**config.mk**
```make
export PLATFORM = sky130hd
export DESIGN_NAME = hs_rr_arbiter
export DESIGN_NICKNAME = d
export VERILOG_FILES = /design/src/rtl/hs_rr_arbiter.sv
export SDC_FILE = /design/constraint.sdc
export NUM_CORES = 1
export LEC_CHECK = 0
export CAP_MARGIN = 30
export CORE_ASPECT_RATIO = 1.75
export CORE_UTILIZATION = 54
export DETAILED_ROUTE_END_ITERATION = 10
export PLACE_DENSITY_LB_ADDON = 0.05
export SLEW_MARGIN = 20
export SYNTH_ARGS = -nofsm -noshare
export SYNTH_HDL_FRONTEND = slang
export SYNTH_SLANG_ARGS = --single-unit
```
**constraint.sdc**
```tcl
create_clock -name clk -period 4.34 [get_ports clk]
set_input_delay 0.868 -clock clk [delete_from_list [all_inputs] [get_ports clk]]
set_output_delay 0.868 -clock clk [all_outputs]
set_load 0.03 [all_outputs]
```
**src/rtl/hs_rr_arbiter.sv**
```systemverilog
`default_nettype none
// ============================================================================
// Module      : hs_rr_arbiter
// Description : N-channel ready/ack request controller granting one request
//               at a time to a shared consumer, round-robin, with timeout.
// Revision    : 1.0 - initial release
// ============================================================================
module hs_rr_arbiter #(
    parameter  int NUM_CH = 4,
    parameter  int TMO_W  = 8,
    localparam int ID_W   = (NUM_CH > 1) ? $clog2(NUM_CH) : 1
) (
    input  logic              clk,
    input  logic              rst_n,
    input  logic [NUM_CH-1:0] ch_req,
    output logic [NUM_CH-1:0] ch_ready,
    output logic [NUM_CH-1:0] ch_ack,
    output logic [NUM_CH-1:0] ch_err,
    output logic              dst_valid,
    output logic [ID_W-1:0]   dst_id,
    input  logic              dst_done,
    input  logic [TMO_W-1:0]  tmo_limit,
    output logic              busy
);

    typedef enum logic [0:0] {
        S_IDLE   = 1'b0,
        S_ACTIVE = 1'b1
    } state_t;

    state_t             r_state,   w_state_nxt;
    logic [NUM_CH-1:0]  r_pending, w_pending_nxt;
    logic [NUM_CH-1:0]  r_ack,     w_ack_nxt;
    logic [NUM_CH-1:0]  r_err,     w_err_nxt;
    logic               r_valid,   w_valid_nxt;
    logic [ID_W-1:0]    r_id,      w_id_nxt;
    logic [ID_W-1:0]    r_last,    w_last_nxt;
    logic [TMO_W-1:0]   r_cnt,     w_cnt_nxt;

    logic [NUM_CH-1:0]  w_id_oh;
    logic               w_pick_found;
    logic [ID_W-1:0]    w_pick_id;
    logic [ID_W:0]      w_cand;

    assign w_id_oh = NUM_CH'(1) << r_id;

    // Search upward from the channel after last_grant, wrapping once round.
    always_comb begin
        w_pick_found = 1'b0;
        w_pick_id    = '0;
        w_cand       = '0;
        for (int k = 1; k <= NUM_CH; k++) begin
            w_cand = {1'b0, r_last} + (ID_W+1)'(k);
            if (w_cand >= (ID_W+1)'(NUM_CH)) begin
                w_cand = w_cand - (ID_W+1)'(NUM_CH);
            end
            if (!w_pick_found &&
                (|(r_pending & (NUM_CH'(1) << w_cand[ID_W-1:0])))) begin
                w_pick_found = 1'b1;
                w_pick_id    = w_cand[ID_W-1:0];
            end
        end
    end

    always_comb begin
        w_state_nxt   = r_state;
        w_pending_nxt = r_pending | (ch_req & ~r_pending);
        w_ack_nxt     = '0;
        w_err_nxt     = '0;
        w_valid_nxt   = r_valid;
        w_id_nxt      = r_id;
        w_last_nxt    = r_last;
        w_cnt_nxt     = r_cnt;
        case (r_state)
            S_IDLE: begin
                if (w_pick_found) begin
                    w_valid_nxt = 1'b1;
                    w_id_nxt    = w_pick_id;
                    w_cnt_nxt   = '0;
                    w_state_nxt = S_ACTIVE;
                end
            end
            S_ACTIVE: begin
                // Completion takes precedence over a coincident timeout.
                if (dst_done) begin
                    w_valid_nxt   = 1'b0;
                    w_pending_nxt = w_pending_nxt & ~w_id_oh;
                    w_ack_nxt     = w_id_oh;
                    w_last_nxt    = r_id;
                    w_state_nxt   = S_IDLE;
                end else if ((tmo_limit != '0) &&
                             (r_cnt == tmo_limit - TMO_W'(1))) begin
                    w_valid_nxt   = 1'b0;
                    w_pending_nxt = w_pending_nxt & ~w_id_oh;
                    w_err_nxt     = w_id_oh;
                    w_last_nxt    = r_id;
                    w_state_nxt   = S_IDLE;
                end else if (r_cnt != '1) begin
                    w_cnt_nxt = r_cnt + TMO_W'(1);
                end
            end
            default: begin
                w_state_nxt = S_IDLE;
            end
        endcase
    end

    always_ff @(posedge clk) begin
        if (!rst_n) begin
            r_state   <= S_IDLE;
            r_pending <= '0;
            r_ack     <= '0;
            r_err     <= '0;
            r_valid   <= 1'b0;
            r_id      <= '0;
            r_last    <= ID_W'(NUM_CH - 1);
            r_cnt     <= '0;
        end else begin
            r_state   <= w_state_nxt;
            r_pending <= w_pending_nxt;
            r_ack     <= w_ack_nxt;
            r_err     <= w_err_nxt;
            r_valid   <= w_valid_nxt;
            r_id      <= w_id_nxt;
            r_last    <= w_last_nxt;
            r_cnt     <= w_cnt_nxt;
        end
    end

    // A channel is ready exactly when it holds no pending request.
    assign ch_ready  = ~r_pending;
    assign ch_ack    = r_ack;
    assign ch_err    = r_err;
    assign dst_valid = r_valid;
    assign dst_id    = r_id;
    assign busy      = r_valid | (|r_pending);

endmodule
`default_nettype wire
```
# Word-level counts from Yosys, hierarchy flattened
# Cells that the tools add are included.
[totals] register_bits=26 inputBits=15 output_inout_bits=16 word_cells=97
[op_classes] n_eq_ne=7 n_lt_le_gt_ge=4 n_bitwise=13 shift=5 mux=30 add_sub_neg=10 reduce_logical=20
[ops] operator="two-way mux 8 bit" n=4
[ops] operator="AND 4 bit" n=6
[ops] operator="OR reduction 4 bit" n=6
[ops] operator="two-way mux 2 bit" n=10
[ops] operator="left shift 1 x 2 -> 4 bit, first input constant" n=5
[ops] operator="case mux 8 bit (2 select lines)" n=1
[ops] operator="greater-or-equal comparator 3 bit, second input constant" n=4
[ops] operator="two-way mux 4 bit" n=3
[ops] operator="two-way mux 1 bit" n=10
[ops] operator="adder 8 x 1 -> 8 bit, second input constant" n=1
[ops] operator="equality test 8 bit" n=1
[ops] operator="inequality test 8 bit, second input constant" n=1
[ops] operator="inverter 4 bit" n=2
[ops] operator="nonzero test 8 bit" n=1
[ops] operator="subtractor 2 x 1 -> 2 bit, second input constant" n=4
[ops] operator="subtractor 8 x 1 -> 8 bit, second input constant" n=1
[ops] operator="adder 2 x 2 -> 3 bit, second input constant" n=2
[ops] operator="inequality test 2 bit, second input constant" n=3
[ops] operator="AND reduction 2 bit" n=3
[ops] operator="logical AND 1 bit" n=4
[ops] operator="OR 4 bit" n=1
[ops] operator="case mux 1 bit (2 select lines)" n=2
[ops] operator="AND reduction 4 bit" n=1
[ops] operator="adder 2 x 1 -> 3 bit, second input constant" n=1
[ops] operator="other kinds (8)" n=12

# Depth between registers and ports, before layout
# Gate-level depths: netlist (run 1).
[logic_depth] depth_word=18 mapped_depth=10

# Least setup slack after synthesis (run 1)
# Ideal clock, no wire load.
[synth_timing] kind="input to register" from="input tmo_limit[0]" to="register r_cnt[7]" required_ps=4215 path_slack_ps=1471 cell_stages=10 setup_time_ps=125 path_buffers=1 arrival_ps=2744 cell_sequence="inv_1 -> ha_1 -> nor2b_2 -> or3_1 -> a31o_1 -> a2111o_1 -> o31ai_4 -> buf_6 -> or4_1 -> a21oi_1"
[synth_between] elab_chain_cells=5
[synth_rtl] item="start, declared" line_no="22" source="input logic [TMO_W-1:0] tmo_limit,"
[synth_rtl] item="subtractor 8 x 1 -> 8 bit" line_no="92" source="(r_cnt == tmo_limit - TMO_W'(1))) begin"
[synth_rtl] item="equality test 8 bit" line_no="92"
[synth_rtl] item="logical AND 1 bit *" line_no="91" source="end else if ((tmo_limit != '0) &&"
[synth_rtl] item="inequality test 2 bit (no line) *"
[synth_rtl] item="AND reduction 4 bit (no line) *"
[synth_rtl] item="end signal, assigned" line_no="126" source="r_cnt <= w_cnt_nxt;"
[synth_rtl] item="end, declared" line_no="38" source="logic [TMO_W-1:0] r_cnt, w_cnt_nxt;"
# Every way passes the cells marked *; elsewhere a longest branch is shown, timed or not.
# A chain may end at the register's enable or synchronous reset.

# Worst setup path in the final report (run 1)
[layout_timing] from="input tmo_limit[0]" to="register r_cnt[6]"
# The elaborated chain is that of the path after synthesis.

==> results.md, run 1 <==
- Status: finished clean
- Post-synthesis cell type count: 42
- Resize count post-CTS: 0
- Vias in the first global route: around 1.4k
- PD cells: ~380 mW/mm^2
- Drt via density: between 6 and 7
- Post-synthesis cell area: 0.00152 sq mm
- Initial Util: 0.563
- Hold path cells: 2
- Synth async-reset ratio: 0
- Num rows: 25
- R2r setup slk: 1.80 ns
- Max-slew headroom: 0.678
- Worst-Margin Slew: 0.483 ns
- Multi-input gate area: roughly 920 sq um
- IO Port Bufs: 30
- Syn avg cell area: 8.51 sq um
- Fin util: 0.706
- Top-count cell post-synth: dfxtp_1
- Share of cells above drive strength 1: 0.0625
- 1st-pass router iterations: 4
- HP Start: r_cnt[5]
- Sw power: about 0.25 mW
- Post-CTS Setup Bufs: 0
- CP Class: in -> reg
- Initial antenna violation count: 0
- Grt ovf: 0
- Full die area: 0.00303 sq mm
- Count of antenna-violating nets left after detailed routing: 0
- Period utilization: 0.798
- Via Count: 1467
- Slew Limit Fails: 0
- Seq pwr share: 0.402
- Gate Count Post-Synth: 178
- # DRC: 0
- Post-route minimum period: between 3 and 4 ns
- # H-tree levels: 1
- Nets@finish: around 230
- Max VDD drop: 0.407 mV
- Clock sinks: 26
- Critical Path Fanout Max: 12
- Storage element area: 520 sq um
- Syn Nets: 200
- CP startpoint kind: input pin
- Final setup margin: around 0.88 ns
- Top cells by area, synth: dfxtp_1, ha_1, nor2_1
- TritonCTS Buffers: 3
- Worst Path Arrival: roughly 3.6 ns
- Top-area cell type share of the netlist area: 0.344
- Combinational Power Share: 0.318
- CP peak stage delay: about 0.58 ns
- Detailed Place HPWL: 2810 um
- Int Pwr: approximately 0.47 mW
- Synth warnings: 0
- Clk_lat worst skew: around 0.27 ns
- RePlAce Congestion: between 0.9 and 1
- FF-to-FF End: r_cnt[6]
- Final hold slack: between 0.5 and 0.6 ns
- 1st-iter DRT viols: 43
- Die span in y: roughly 70 um
- Wirelength per Cell: approximately 16 um
- Hold_buf cts: 0
- Setup TNS Final: 0 ns
- Top FF cell, synth: dfxtp_1
- Power Total: 0.720 mW
- Pin count of the biggest net entering global routing: 16
- Worst Reg2Reg Path Length in Cells: 9
- Synthesized flop and latch total: 26
- CTS tree: built
- Fill cells: between 200 and 250
- Clk pwr share: 0.280
- Longest Clk Path Bufs: 2
- I/O Pins: 31
- Area leader, netlist: dfxtp_1
- Unrepaired setup endpoints after global routing: no
- GRT Overall Usage: 0.256
- Top delay family on crit path: compound AO/OA/AOI/OAI gates
- Diode count: 0
- Hold endpoint: r_cnt[5]
- Hold Path Class: reg -> reg
- Net Sw Frac: 0.342
- CP max-delay cell: clkdlybuf4s50_1
- Reg-to-Reg Start: r_last[0]
- CP Cell Sequence: clkdlybuf4s50_1 > inv_1 > ha_1 > nor2b_2 > or3_1 > a31o_1 > a2111o_1 > o31ai_4 > or4_1 > a21oi_1
- Die width: approximately 42 um
- Global-route wire length before repair: 6020 um
- Final Hold Viols: 0
- Core area: 0.00269 sq mm
- Dpl ws: ~0.59 ns
- Area Growth Syn to Fin: 25.3%
- Critical Path RT: 4.50 ns
- Most frequent cells after synthesis: dfxtp_1, nor2_1, inv_1
- Critical Path Sink Type: flop
- Buf/Inv on CP: 2
- Post-synth EDFFs: 0
- Fmax: approximately 0.29 GHz
- CTS root buf: clkbuf_8
- Clock-pin slew on the worst setup and hold paths: about 0.09 ns
- Setup-failing EPs final: 0
- Max Cap Viol: 0
- Post-synthesis sequential area ratio: 0.344
- Routed wire length: between 3000 and 4000 um
- Clock Skew: roughly 0.0016 ns
- LEAKAGE: 0.705 nW
-- worst max path at each step --
stage	from	end	slack [ns]	cells after the start
detailed placement	tmo_limit[0]	r_cnt[6]	0.59	10
finish	tmo_limit[0]	r_cnt[6]	0.88	10
global placement	tmo_limit[0]	r_cnt[7]	0.70	10
CTS	tmo_limit[0]	r_cnt[1]	0.89	10
global route	tmo_limit[0]	r_cnt[7]	0.74	10
floorplan	tmo_limit[0]	r_cnt[7]	1.47	10
-- registers in the layout (all words and copies together) (netlist names) --
name,cells
ch_ack,4
ch_err,4
dst_id,2
dst_valid,1
r_cnt,8
r_last,2
r_pending,4
r_state,1
-- placed cells by master, fill, tap and decap left out, types with 6 or more instances in the layout --
| master | instances |
|---|---|
| nand3_1 | 8 |
| ha_1 | 7 |
| inv_1 | 15 |
| dfxtp_1 | 26 |
| a21oi_1 | 11 |
| o21ai_0 | 9 |
| nor2_1 | 17 |
| clkdlybuf4s50_1 | 30 |
| nor3_1 | 6 |
| nand2_1 | 10 |
| a31oi_1 | 6 |
-- power by group through the flow --
stage          clock, mW  sequential, mW  combinational, mW
2_1_floorplan          0           0.296              0.156
3_3_place_gp           0           0.293              0.219
3_5_place_dp           0           0.293              0.226
4_1_cts            0.202           0.289              0.228
5_1_grt            0.211           0.292              0.247
6_report           0.202           0.289              0.229
-- through the flow --
step / cell area, sq um / std cells
floorplan: 1520 / 178
global placement: 1830 / 231
detailed placement: 1830 / 231
CTS: 1900 / 235
global route: 1900 / 235
finish: 1900 / 235
-- cell type report --
| type | instances | area share |
|---|---|---|
| inverter | 15 | 0.0297 |
| tap | 27 | 0.0178 |
| clock inverter | 1 | 0.0158 |
| multi-input combinational | 133 | 0.483 |
| clock buffer | 3 | 0.0218 |
| timing repair buffer | 30 | 0.158 |
| sequential | 26 | 0.274 |
-- cell families after synthesis --
logic type / Yosys count / synth area share
adders and majority gates: 7 / 0.0578
xor gates and xnor gates: 9 / 0.0520
muxes: 2 / 0.0132
DFF: 26 / 0.344
buffers and inverters: 19 / 0.0520
AOI/OAI and AO/OA: 53 / 0.266
and+or+nand+nor: 62 / 0.216
-- metal layers --
layer | up-vias | wire length [um] | global-route usage
met5 | - | 0 | 0
met4 | 0 | 139 | 0.149
met3 | 15 | 103 | 0.0323
met2 | 43 | 2130 | 0.503
met1 | 698 | 1310 | 0.245
li1 | 711 | - | -
-- worst reg2reg max path, stage by stage, from the launching register on --
cell and delay, ns:
dfxtp_1 0.41, inv_1 0.10, ha_1 0.26, a22o_1 0.22
a221oi_1 0.40, a41oi_2 0.33, nand2b_1 0.28, o31ai_4 0.16
or4_1 0.18, a21oi_1 0.07
(Power assumes the default switching activity.)
==> run 2, diff against run 1 <==
--- a/config.mk
+++ b/config.mk
@@ -7,7 +7,7 @@
 export LEC_CHECK = 0
 export CAP_MARGIN = 30
 export CORE_ASPECT_RATIO = 1.75
-export CORE_UTILIZATION = 54
+export CORE_UTILIZATION = 46
 export DETAILED_ROUTE_END_ITERATION = 10
 export PLACE_DENSITY_LB_ADDON = 0.05
 export SLEW_MARGIN = 20
==> constraint.sdc (replaced) <==
create_clock -name clk -period 2.8 [get_ports clk]
set_input_delay 0.56 -clock clk [delete_from_list [all_inputs] [get_ports clk]]
set_output_delay 0.56 -clock clk [all_outputs]
set_load 0.03 [all_outputs]
==> results.md, run 2 (synthesis gave the netlist of run 1 again) <==
- CP startpoint kind: input pin (unchanged)
- Count of antenna-violating nets left after detailed routing: 0 (unchanged)
- Final hold slack: 0.544 ns (was 0.545 ns)
- Initial Util: 0.482 (was 0.563)
- Full die area: 0.00354 sq mm (was 0.00303 sq mm)
- Nets@finish: 246 (was 231)
- Setup TNS Final: 0 ns (unchanged)
- Worst Path Arrival: 2.78 ns (was 3.62 ns)
- 1st-pass router iterations: 4 (unchanged)
- CP Launch Point: tmo_limit[0] (unchanged)
- Die span in y: 77.9 um (was 72.1 um)
- Int Pwr: 0.770 mW (was 0.474 mW)
- Power Total: 1.16 mW (was 0.720 mW)
- PD cells: 561 mW/mm^2 (was 379 mW/mm^2)
- Placed Cells: 261 (was 231)
- Share of cells above drive strength 1: 0.157 (was 0.0625)
- Design area: 0.00206 sq mm (was 0.00190 sq mm)
- Critical Path Fanout Max: 6 (was 12)
- Post-CTS Setup Bufs: 0 (unchanged)
- Storage element area: 520 sq um (unchanged)
- DP Area: 0.00195 sq mm (was 0.00183 sq mm)
- Core area: 0.00314 sq mm (was 0.00269 sq mm)
- RePlAce Congestion: 0.831 (was 0.926)
- CTS root buf: clkbuf_8 (unchanged)
- Clock sinks: 26 (unchanged)
- TritonCTS Buffers: 3 (unchanged)
- CP Class: in -> reg (unchanged)
- Post-route minimum period: between 2 and 3 ns
- I/O Pins: 31 (unchanged)
- Max VDD drop: 0.448 mV (was 0.407 mV)
- Fmax: ~0.38 GHz
- Longest Clk Path Bufs: 2 (unchanged)
- Wirelength per Cell: 14.0 um (was 15.7 um)
- Detailed Place HPWL: 2960 um (was 2810 um)
- Final Hold Viols: 0 (unchanged)
- GRT Overall Usage: 0.231 (was 0.256)
- Initial antenna violation count: 0 (unchanged)
- HP Start: r_cnt[5] (unchanged)
- LEAKAGE: 0.792 nW (was 0.705 nW)
- Combinational Power Share: 0.349 (was 0.318)
- Area Growth Syn to Fin: 35.9% (was 25.3%)
- Hold Path Class: reg -> reg (unchanged)
- Grt ovf: 0 (unchanged)
- CTS tree: built (unchanged)
- Fill cells: 290 (was 226)
- Slew Limit Fails: 0 (unchanged)
- Period utilization: 0.938
- Sw power: 0.386 mW (was 0.246 mW)
- Clk pwr share: 0.263 (was 0.280)
- Clock Skew: 0.00200 ns (was 0.00158 ns)
- Vias in the first global route: 1438 (was 1432)
- Status: finished clean (unchanged)
- Setup-failing EPs final: 0 (unchanged)
- Biggest register: r_cnt (unchanged)
- Seq pwr share: 0.388 (was 0.402)
- Via Count: 1471 (was 1467)
- Clock-pin slew on the worst setup and hold paths: 0.09 ns (about the same)
- Worst-Margin Slew: 0.420 ns (was 0.483 ns)
- # DRC: 0 (unchanged)
- Die width: 45.4 um (was 42.0 um)
- Max reg flops: 8 (unchanged)
- 1st-iter DRT viols: 42 (was 43)
- Highest-count cells in the layout ignoring fill and taps: clkdlybuf4s50_1, dfxtp_1, nor2_1 (unchanged)
- Final Instance Count excl. Fillers: 266 (was 235)
- Max Cap Viol: 0 (unchanged)
- Critical Path Sink Type: flop (unchanged)
- Pin count of the biggest net entering global routing: 16 (unchanged)
- Routed wire length: 3710 um (was 3680 um)
- Reg-to-Reg Start: r_last[0] (unchanged)
- Diode count: 0 (unchanged)
- Critical Path RT: 2.95 ns (was 4.50 ns)
- Multi-input gate area: 937 sq um (was 916 sq um)
- Unrepaired setup endpoints after global routing: no (unchanged)
- Global-route wire length before repair: 6250 um (was 6020 um)
- Net Sw Frac: 0.334 (was 0.342)
- # H-tree levels: 1 (unchanged)
- Max-slew headroom: 0.719 (was 0.678)
- Num rows: 27 (was 25)
- IO Port Bufs: 30 (unchanged)
- Commonest non-fill, non-tap cell in the layout: clkdlybuf4s50_1 (unchanged)
- Clk_lat worst skew: 0.27 ns (about the same)
- Drt via density: 5.53 (was 6.24)
## run 2: changes by cell type in the layout (fill, tap and decap cells not counted), sizes merged
| cell | change |
|---|---|
| buf | +15 |
| dlymetal6s2s | +1 |
| clkdlybuf4s50 | -3 |
| dlygate4sd2 | +2 |
## run 2: repair_timing
action / CTS / global route
setup endpoints to repair: 16 / 8
hold buffers: 0 / 0
cloned: 1 / 0
pin swaps: 2 / 1
resized for setup: 11 / 2
## run 2: final cells by class
type | instances | area share
clock buffers | 3 | 0.0200
clock inverters | 1 | 0.0146
inverters | 15 | 0.0273
multi-input cells | 133 | 0.455
flip-flops and latches | 26 | 0.253
well taps | 43 | 0.0261
repair buffers | 45 | 0.204
## run 2: metrics by stage
step / util / setup slack, ns
finish: 0.656 / 0.174
global route: 0.656 / 0.0401
CTS: 0.653 / 0.0467
detailed placement: 0.621 / -0.384
global placement: 0.621 / -0.350
floorplan: - / 0.239
## run 2: power groups by stage
stage	combinational [mW]	sequential, mW	clock [mW]
6_report	0.404	0.448	0.304
2_1_floorplan	0.242	0.458	0
4_1_cts	0.402	0.447	0.312
3_5_place_dp	0.381	0.456	0
5_1_grt	0.433	0.454	0.331
3_3_place_gp	0.372	0.455	0
## run 2: worst max-delay path: stages
cell,delay [ns]
dlygate4sd2_1,0.22
inv_2,0.04
ha_2,0.17
nor2b_2,0.15
or3_1,0.34
a31o_1,0.21
a2111o_1,0.46
o31ai_4,0.31
buf_6,0.15
or4_1,0.10
a21oi_1,0.06
## run 2: layer usage
metal | GRT usage | share of wire | vias up
met5 | 0 | 0 | -
met3 | 0.0279 | 0.019 | 2
met4 | 0.0545 | 0.0051 | 0
met1 | 0.225 | 0.37 | 697
met2 | 0.463 | 0.60 | 31
li1 | - | - | 741
## run 2: path summary, 6_finish.rpt
kind | end | slack, ns | depth (start not counted)
setup / recovery | r_cnt[4] | 0.17 | 11
hold / removal | r_cnt[5] | 0.54 | 2
setup reg to reg | r_cnt[4] | 0.46 | 10
hold reg to reg | r_cnt[5] | 0.54 | 2
